`src/rtl/risc_pkg.sv`:
```
// Shared fetch/decode constants and the instruction word type.
package risc_pkg;

  localparam int AW = 8;
  localparam int DW = 32;
  localparam logic [DW-1:0] NOP = 32'h0000_0000;

  typedef logic [DW-1:0] instr_t;

  // Sequential successor of a PC; wraps modulo 2^AW.
  function automatic logic [AW-1:0] pc_inc(input logic [AW-1:0] pc);
    return pc + AW'(1);
  endfunction

endpackage

```
`src/rtl/risc_sync_fifo.sv`:
```
// Prefetch queue storage: DEPTH x W synchronous FIFO with flush-style clear.
module risc_sync_fifo #(
  parameter int DEPTH = 2,
  parameter int W     = 40
) (
  input  logic                   CLK,
  input  logic                   reset,
  input  logic                   push,
  input  logic [W-1:0]           wdata,
  input  logic                   pop,
  input  logic                   clear,
  output logic [W-1:0]           rdata,
  output logic [$clog2(DEPTH):0] count
);

  localparam int PW = $clog2(DEPTH);
  localparam int CW = PW + 1;

  logic [W-1:0]  mem [DEPTH];
  logic [PW-1:0] wr_ptr;
  logic [PW-1:0] rd_ptr;
  logic          empty;
  logic          full;
  logic          do_push;
  logic          do_pop;

  assign empty   = (count == '0);
  assign full    = (count == CW'(DEPTH));
  assign do_pop  = pop & ~empty;
  // A pop in the same cycle frees the slot, so a full queue may still accept.
  assign do_push = push & (~full | do_pop);
  assign rdata   = mem[rd_ptr];

  always_ff @(posedge CLK or negedge reset) begin
    if (!reset) begin
      wr_ptr <= '0;
      rd_ptr <= '0;
      count  <= '0;
    end else if (clear) begin
      wr_ptr <= '0;
      rd_ptr <= '0;
      count  <= '0;
    end else begin
      if (do_push) wr_ptr <= wr_ptr + PW'(1);
      if (do_pop)  rd_ptr <= rd_ptr + PW'(1);
      case ({do_push, do_pop})
        2'b10:   count <= count + CW'(1);
        2'b01:   count <= count - CW'(1);
        default: count <= count;
      endcase
    end
  end

  always_ff @(posedge CLK) begin
    if (do_push) mem[wr_ptr] <= wdata;
  end

  a_no_overflow: assert property (@(posedge CLK) disable iff (!reset)
    !(push && full && !pop && !clear));

endmodule

```
`src/rtl/risc_fetch_queue.sv`:
```
// Fetch stage: issues PC reads to a one-cycle instruction memory and queues
// returned words for decode; stalls the PC mux by returning PC_1 == PC.
module risc_fetch_queue
  import risc_pkg::*;
#(
  parameter int            DEPTH = 2,
  parameter int            AW    = risc_pkg::AW,
  parameter int            DW    = risc_pkg::DW,
  parameter logic [DW-1:0] NOP   = risc_pkg::NOP
) (
  input  logic          CLK,
  input  logic          reset,
  input  logic [AW-1:0] PC,
  input  logic          branch_predict,
  output logic [AW-1:0] imem_addr,
  output logic          imem_rd,
  input  logic [DW-1:0] imem_rdata,
  input  logic          dc_ready,
  output logic [DW-1:0] IR,
  output logic [AW-1:0] IR_PC_1,
  output logic          ir_valid,
  output logic [AW-1:0] PC_1
);

  localparam int CW = $clog2(DEPTH) + 1;
  localparam int EW = DW + AW;

  logic [CW-1:0] count;
  logic [CW-1:0] occupancy;
  logic [EW-1:0] head;
  logic          inflight_p1;
  logic [AW-1:0] tag_p1;
  logic          flush;
  logic          push;
  logic          pop;
  logic          can_issue;

  assign flush    = ~branch_predict;
  assign ir_valid = (count != '0);
  assign push     = inflight_p1 & ~flush;
  assign pop      = ir_valid & dc_ready & ~flush;

  // Slots committed after this edge; crediting the pop keeps streaming at one
  // instruction per cycle. Never underflows: pop implies count >= 1.
  assign occupancy = count + CW'(inflight_p1) - CW'(pop);
  assign can_issue = reset & branch_predict & (occupancy < CW'(DEPTH));

  assign imem_addr = PC;
  assign imem_rd   = can_issue;
  assign PC_1      = can_issue ? PC + AW'(1) : PC;

  // Stage p0 -> p1: read issued, response and its tag land next edge.
  always_ff @(posedge CLK or negedge reset) begin
    if (!reset) inflight_p1 <= 1'b0;
    else        inflight_p1 <= can_issue;
  end

  always_ff @(posedge CLK) begin
    if (can_issue) tag_p1 <= PC_1;
  end

  // Stage p1 -> queue: response pushed with its tag unless flushed.
  risc_sync_fifo #(
    .DEPTH (DEPTH),
    .W     (EW)
  ) u_queue (
    .CLK   (CLK),
    .reset (reset),
    .push  (push),
    .wdata ({imem_rdata, tag_p1}),
    .pop   (pop),
    .clear (flush),
    .rdata (head),
    .count (count)
  );

  assign IR      = ir_valid ? head[EW-1:AW] : NOP;
  assign IR_PC_1 = ir_valid ? head[AW-1:0]  : '0;

  a_full_no_inflight: assert property (@(posedge CLK) disable iff (!reset)
    (count == CW'(DEPTH)) |-> !inflight_p1);

endmodule

```
`config.mk`:
```
export PLATFORM = sky130hd
export DESIGN_NAME = risc_fetch_queue
export DESIGN_NICKNAME = d
export VERILOG_FILES = /design/src/rtl/risc_pkg.sv /design/src/rtl/risc_sync_fifo.sv /design/src/rtl/risc_fetch_queue.sv
export SDC_FILE = /design/constraint.sdc
export NUM_CORES = 1
export LEC_CHECK = 0
export BUFFER_PORTS_ARGS = -buffer_cell sky130_fd_sc_hd__buf_4
export CORE_UTILIZATION = 30
export CTS_CLUSTER_SIZE = 20
export DETAILED_ROUTE_END_ITERATION = 12
export PLACE_DENSITY = 0.5
export SLEW_MARGIN = 20
export SYNTH_ARGS = -nofsm -noshare
export SYNTH_HDL_FRONTEND = slang
export SYNTH_SLANG_ARGS = --single-unit
```
`constraint.sdc`:
```
create_clock -name CLK -period 4.7 [get_ports CLK]
set_input_delay 0 -clock CLK [delete_from_list [all_inputs] [get_ports CLK]]
set_output_delay 0 -clock CLK [all_outputs]
set_load 0.01 [all_outputs]
```
==> impl_metrics.yaml, run 1 <==
status:
  status: "finished clean"
synthesis:
  syn_nets: 284
  async_flop_share_pct: 5.38
  synth_area_per_cell_um2: 15.8
  synth_compound_area_share_pct: 1.33
  muxShareOfSynthArea_pct: 11.0
  synth_cells: 238
  yosysWarnings: 0
  synth_cell_types: 28
  synth_top_family_by_area: "multiplexers"
  synth_edf_count: 88
  ys_seq_elements: 93
  syn-cell-area_mm2: 0.00376
  synthXorXnorAreaFrac_pct: 2.56
  yosysSeqAreaShare_pct: 73.7
  synth-simple-area-share_pct: 7.96
  synthAdderAreaFrac_pct: 0.666
  ys.flop_type: "edfxtp_1"
detailed_routing:
  dr.pass1.iters: 4
  wirelength_um: 7330
  ant_nets: 0
  drc_errors: 0
  initialDrtViolationCount: 80
  wl_per_cell_um: 13.3
  vias: 2326
  viasPerCell: 4.24
layout:
  insertedDiodeCount: 0
  area_growth_pct: 43.9
  fillers: 1116
  layoutNonFillerInstCount: 549
  final_core_util_pct: 44.6
  layout-drive-gt1-share_pct: 33.3
  layout.nets: 422
flow_run:
  max_cap_viol_count: 0
timing:
  hold_violations: 0
  finalCriticalPeriod_ps: 2850
  setup-tns-final_ps: 0
  fmax_mhz: 351
  setup_violations: 0
  slew_headroom_pct: 50.3
  finalCritPeriodShare_pct: 60.7
  slew_violations: 0
  worst_slew_pin_slew_ps: 745
  rsz0062_at_grt: "no"
  finalClockSkew_ps: 12.9
min_path:
  hp-class: "in -> reg"
  hp-start: "PC[6]"
  hold-path-endpoint: "tag_p1[6]"
  hold_depth: 2
pwr:
  p_leak_nw: 2.03
  finalPower_mw: 1.94
  ir_worst_vdd_mv: 0.165
  power.density_mw_per_mm2: 359
setup_path:
  timing.critical_path.buf_inv: 2
  worstRegToRegCells: 8
  path_class: "reg -> out"
  critical_path.max_stage_delay_ps: 470
  crit_required_ps: 4700
  r2r_end: "tag_p1[1]"
  cp-start-kind: "flip-flop"
  timing.rr.start: "u_queue.count[1]"
  path_depth: 9
  r2r_slack_ps: 2080
  crit_fanout: 12
  cp-end-kind: "primary output"
  cp_slowest_cell: "dfrtp_1"
  crit_family: "simple AND/OR/NAND/NOR gates"
  cp_data_arrival_time_ps: 2850
  crit_chain: "nor2_4 -> inv_1 -> and3_1 -> ha_1 -> xor2_1 -> xnor2_1 -> and2_4 -> mux2_2 -> buf_4"
placed_design:
  place.gp.congestion: 0.682
  dp.cells: 493
  io_buffers: 101
  dpl.hpwl_um: 4230
clocking:
  clockBufferDepth: 2
  h-tree-depth: 3
  post_cts_buffers: 0
  root_buffer: "clkbuf_16"
  cts.sinks: 93
  clkTransAtPathRegs_ps: 70
  numCtsBuffers: 9
  clock_latency_ps: 340
  cts_tree: "yes"
global_routing:
  grt_pass1_vias: 2380
  grt-ovfl-total: 0
  grt_max_degree: 41
  antenna_found_initial: 0
  grt_usage_pct: 11.7
  grt_first_pass_wirelength_um: 11300
floorplan:
  num_io_pins: 102
  start_util_pct: 31.0
  core_area_mm2: 0.0121
  die_w_um: 114
  rows: 40
  fp.dieH_um: 114
  die_area_mm2: 0.0130
## cells in the mapped netlist, drive strengths merged, types with 2 or more instances
cell	count	area share, %
and2	5	0.90
dfrtp	5	3.3
and3	4	0.70
xnor2	8	1.9
buf	12	2.1
nor2	43	4.3
nand4	4	0.67
inv	2	0.20
a21oi	2	0.27
xor2	3	0.70
ha	2	0.67
edfxtp	88	70
o21ai	2	0.27
clkbuf	5	0.50
mux2i	40	11
nor2b	3	0.50
nand2	2	0.20
## how the worst max path moves through the flow
stage | startpoint | endpoint | slack [ps]
3_3_place_gp | u_queue.count[1] | tag_p1[1] | 2140
2_1_floorplan | u_queue.count[1] | u_queue.mem[0][0] | 480
6_report | u_queue.count[1] | PC_1[1] | 1850
3_5_place_dp | u_queue.count[1] | tag_p1[1] | 2110
4_1_cts | u_queue.count[1] | PC_1[1] | 1840
5_1_grt | u_queue.count[1] | PC_1[1] | 1690
## cell families (layout without fill, tap and decap cells)
kind of cell	count (synthesis)	count (layout)
AND/OR/NAND/NOR	65	65
XOR/XNOR	11	11
flip-flops	93	93
AO/OA/AOI/OAI	7	7
buffers and inverters	19	162
adder cells (fa/ha/maj)	2	2
multiplexers	41	41
## worst register-to-register path, stage by stage, from the launching register on
cell and delay, ps:
dfrtp_1 470, nor2_4 140, inv_1 70, and3_1 180, ha_1 190, xor2_1 170
xnor2_1 450, and2_4 320, mux2_2 370
## routing by layer
metal  vias up  routed length (µm)  track usage (%)
met4         0                 102             5.19
met2        71                3520             19.7
li1       1144                   -                -
met1      1104                3270             13.7
met5         -                   0                0
met3         7                 428             3.67
## per-stage QoR
step	setup WS, ps	area [µm²]	hold slack, ps
2_1_floorplan	482	3760	-296
3_3_place_gp	2140	4660	-188
3_5_place_dp	2110	4660	-188
4_1_cts	1840	5380	6.91
5_1_grt	1690	5410	9.51
6_report	1850	5410	19.3
## placed cells by master, fill, tap and decap left out, types with 2 or more instances in the layout
| master | count |
|---|---|
| buf_4 | 104 |
| edfxtp_1 | 88 |
| nor2_1 | 42 |
| mux2i_1 | 40 |
| dlygate4sd3_1 | 39 |
| clkbuf_16 | 9 |
| xnor2_1 | 8 |
| and2_1 | 4 |
| nand4_1 | 4 |
| dfrtp_1 | 4 |
| xor2_1 | 3 |
| nor2b_1 | 3 |
| and3_1 | 3 |
| inv_1 | 2 |
| o21ai_0 | 2 |
| a21oi_1 | 2 |
| nand2_1 | 2 |
| ha_1 | 2 |
| bufinv_16 | 2 |
## layout make-up
| type | instances | area (µm²) | area share, % |
|---|---|---|---|
| clock buffers | 11 | 243 | 4.49 |
| clock inverters | 5 | 81.3 | 1.50 |
| inverters | 2 | 7.51 | 0.139 |
| multi-input cells | 126 | 896 | 16.6 |
| flip-flops and latches | 93 | 2770 | 51.2 |
| well taps | 168 | 210 | 3.89 |
| repair buffers | 144 | 1200 | 22.2 |
## sequential cells by signal (all words and copies together) (netlist names)
name	flops
u_queue.rd_ptr	1
tag_p1	8
u_queue.wr_ptr	1
u_queue.count	2
inflight_p1	1
u_queue.mem	80
## what timing repair did
item                      4_1_cts  5_1_grt
resized for setup               0        0
hold endpoints to repair       77        0
hold buffers                   39        0
## report_power, final
part / switching [mW] / internal, mW
Combinational: 0.104 / 0.116
Sequential: 0.00953 / 0.934
Clock: 0.293 / 0.481
(Power assumes the default switching activity.)
==> inputs of run 2 (changes only) <==
--- a/config.mk
+++ b/config.mk
@@ -5,11 +5,12 @@
 export SDC_FILE = /design/constraint.sdc
 export NUM_CORES = 1
 export LEC_CHECK = 0
+export ABC_AREA = 1
 export BUFFER_PORTS_ARGS = -buffer_cell sky130_fd_sc_hd__buf_4
 export CORE_UTILIZATION = 30
 export CTS_CLUSTER_SIZE = 20
 export DETAILED_ROUTE_END_ITERATION = 12
-export PLACE_DENSITY = 0.5
+export PLACE_DENSITY = 0.49
 export SLEW_MARGIN = 20
 export SYNTH_ARGS = -nofsm -noshare
 export SYNTH_HDL_FRONTEND = slang
==> constraint.sdc (replaced) <==
create_clock -name CLK -period 2.8 [get_ports CLK]
set_input_delay 0 -clock CLK [delete_from_list [all_inputs] [get_ports CLK]]
set_output_delay 0 -clock CLK [all_outputs]
set_load 0.01 [all_outputs]
==> run 2 against run 1 <==
Effect of this change:
- worst setup slack got worse by 1400 ps
- synthesized cell count is 40% higher
- final cell count grew 18%
- register-to-register slack lost 1400 ps
- utilization is 0.62 points lower
- clock power grew 74%
- sequential power grew 77%
- clock skew decreased by 5.1 ps
- count of clock-buffer cells in the layout down 2
- wire length increased by 16%
- area after synthesis is 3.6% higher
- global-route usage up 1.1 points
- critical endpoint is now PC_1[2]
- largest cell class unchanged
==> impl_metrics.yaml, run 2 <==
status:
  status: "finished clean"
timing:
  fmax_mhz: 430
  hold_violations: 0
  slew_violations: 0
  rsz0062_at_grt: "no"
  finalClockSkew_ps: 7.86
  fin_ws_ps: 473
  finalCriticalPeriod_ps: 2330
  setup-tns-final_ps: 0
  worst_slew_pin_slew_ps: 847
  slew_headroom_pct: 42.9
  setup_violations: 0
  finalCritPeriodShare_pct: 83.1
layout:
  layout-drive-gt1-share_pct: 31.2
  top_register: "u_queue.mem"
  reg.largest.list: "u_queue.mem: 80 flops, tag_p1: 8 flops, u_queue.count: 2 flops"
  largest_reg_flops: 80
  layout.cells.most_common: "buf_4"
  final_core_util_pct: 44.0
  layout.nets: 517
  layoutNonFillerInstCount: 647
  final_cell_mix: "112 x buf_4, 111 x nand2_1, 88 x edfxtp_1, 40 x a21oi_1, 35 x dlygate4sd3_1"
  area_growth_pct: 42.8
  insertedDiodeCount: 0
pwr:
  combPwrFrac_pct: 28.4
  ir_worst_vdd_mv: 0.290
  p_leak_nw: 2.29
  pwr-share-clk_pct: 32.1
  switching_share_pct: 28.6
  power.switching_mw: 1.21
  power.density_mw_per_mm2: 759
  intPower_mw: 3.01
  p_seq_share_pct: 39.5
synthesis:
  yosys-top-cells-area: "edfxtp_1 68%, nand2_1 11%, a21oi_1 5.1%"
  synth_cells: 334
  yosysWarnings: 0
  ys_seq_elements: 93
  async_flop_share_pct: 5.38
  synth_cell_types: 20
  ys.flop_type: "edfxtp_1"
  yosysSeqAreaShare_pct: 71.1
  synth_edf_count: 88
  syn-cell-area_mm2: 0.00389
  syn_nets: 380
  synth_commonest_cells: "111 x nand2_1, 88 x edfxtp_1, 40 x a21oi_1"
  synth_area_per_cell_um2: 11.6
  synth_top_area_share_pct: 67.9
  yosysTopAreaCell: "edfxtp_1"
  yosysMostFrequentCell: "nand2_1"
detailed_routing:
  viasPerCell: 4.26
  ant_nets: 0
  drc_errors: 0
  wl_per_cell_um: 13.1
  initialDrtViolationCount: 142
  dr.pass1.iters: 4
  vias: 2753
  wirelength_um: 8490
clocking:
  cts.sinks: 93
  root_buffer: "clkbuf_16"
  clock_latency_ps: 330
  cts_tree: "yes"
  cts_resized: 0
  clockBufferDepth: 2
  h-tree-depth: 3
  numCtsBuffers: 9
  clkTransAtPathRegs_ps: 60
global_routing:
  grt_usage_pct: 12.8
  grt_max_degree: 43
  antenna_found_initial: 0
  grt-ovfl-total: 0
  grt_pass1_vias: 2585
  grt_first_pass_wirelength_um: 12900
floorplan:
  start_util_pct: 30.8
  die_area_mm2: 0.0134
  fp.dieH_um: 116
  num_io_pins: 102
  die_w_um: 116
  rows: 41
  core_area_mm2: 0.0126
setup_path:
  worstRegToRegCells: 12
  crit_family: "simple AND/OR/NAND/NOR gates"
  cp-end-kind: "primary output"
  timing.rr.start: "u_queue.count[1]"
  crit_chain: "inv_2 -> nand2_1 -> nand2_1 -> inv_1 -> ha_1 -> nor2_1 -> nor2_1 -> nor2_4 -> buf_4 -> nand2_2 -> nand2_1 -> buf_4"
  crit_fanout: 10
  cp_data_arrival_time_ps: 2330
  crit_required_ps: 2800
  r2r_end: "tag_p1[0]"
  r2r_slack_ps: 700
  cp-start-kind: "flip-flop"
  cpMostUsedCell: "nand2_1"
  critical_path.max_stage_delay_ps: 440
  cp_slowest_cell: "dfrtp_1"
  path_class: "reg -> out"
  timing.critical_path.buf_inv: 4
placed_design:
  dp.cells: 590
  dpl.hpwl_um: 5350
  io_buffers: 101
  dp_slack_ps: 539
  place.gp.congestion: 0.804
flow_run:
  max_cap_viol_count: 0
min_path:
  hp-class: "in -> async"
## run 2: stage by stage
step / total power, mW / hold slack (ps) / area, µm²
2_1_floorplan: 2.29 / -296 / 3890
4_1_cts: 4.25 / 0.241 / 5500
3_3_place_gp: 2.84 / -186 / 4810
3_5_place_dp: 2.85 / -186 / 4810
6_report: 4.22 / 5.49 / 5550
5_1_grt: 4.44 / 4.90 / 5550
## run 2: layer usage
layer  routed length (µm)  part of all wire (%)  global-route usage (%)  up-vias
li1                     -                     -                       -     1400
met1                 3920                    46                    15.8     1265
met2                 3930                    46                    21.4       78
met3                  552                   6.5                    4.03       10
met4                   88                   1.0                    4.10        0
met5                    0                     0                       0        -
## run 2: cell families after synthesis
| family | after synthesis | share of synthesized area (%) |
|---|---|---|
| AOI/OAI and AO/OA | 48 | 6.56 |
| adders and majority gates | 2 | 0.643 |
| buffers and inverters | 45 | 5.56 |
| DFF | 93 | 71.1 |
| xor gates and xnor gates | 5 | 1.13 |
| and+or+nand+nor | 141 | 15.0 |
## run 2: final cells by class
cell class,instances,area [µm²]
clock buffers,9,225
clock inverters,6,111
fillers,1197,7070
inverters,22,82.6
multi-input cells,196,921
flip-flops and latches,93,2770
well taps,172,215
repair buffers,149,1230
## run 2: power by group through the flow
stage | combinational [mW] | sequential [mW] | clock [mW]
after floorplan | 0.604 | 1.69 | 0
after global placement | 1.15 | 1.69 | 0
after detailed placement | 1.16 | 1.70 | 0
after CTS | 1.20 | 1.67 | 1.38
after global routing | 1.33 | 1.67 | 1.44
final | 1.20 | 1.67 | 1.35
## run 2: repair_timing
action | in CTS | in global routing
endpoints found under the setup margin | 0 | 3
setup buffers | 0 | 7
hold buffers | 35 | 0
endpoints found under the hold margin | 73 | 0
## run 2: worst max-delay path by stage
stage / startpoint / end / slack, ps / depth (start not counted)
floorplan: u_queue.count[1] / u_queue.mem[0][0] / 20 / 3
global placement: u_queue.count[1] / tag_p1[0] / 590 / 9
detailed placement: u_queue.count[1] / tag_p1[1] / 540 / 9
CTS: u_queue.count[1] / PC_1[0] / 210 / 12
global route: u_queue.count[1] / PC_1[2] / 210 / 12
finish: u_queue.count[1] / PC_1[2] / 470 / 12
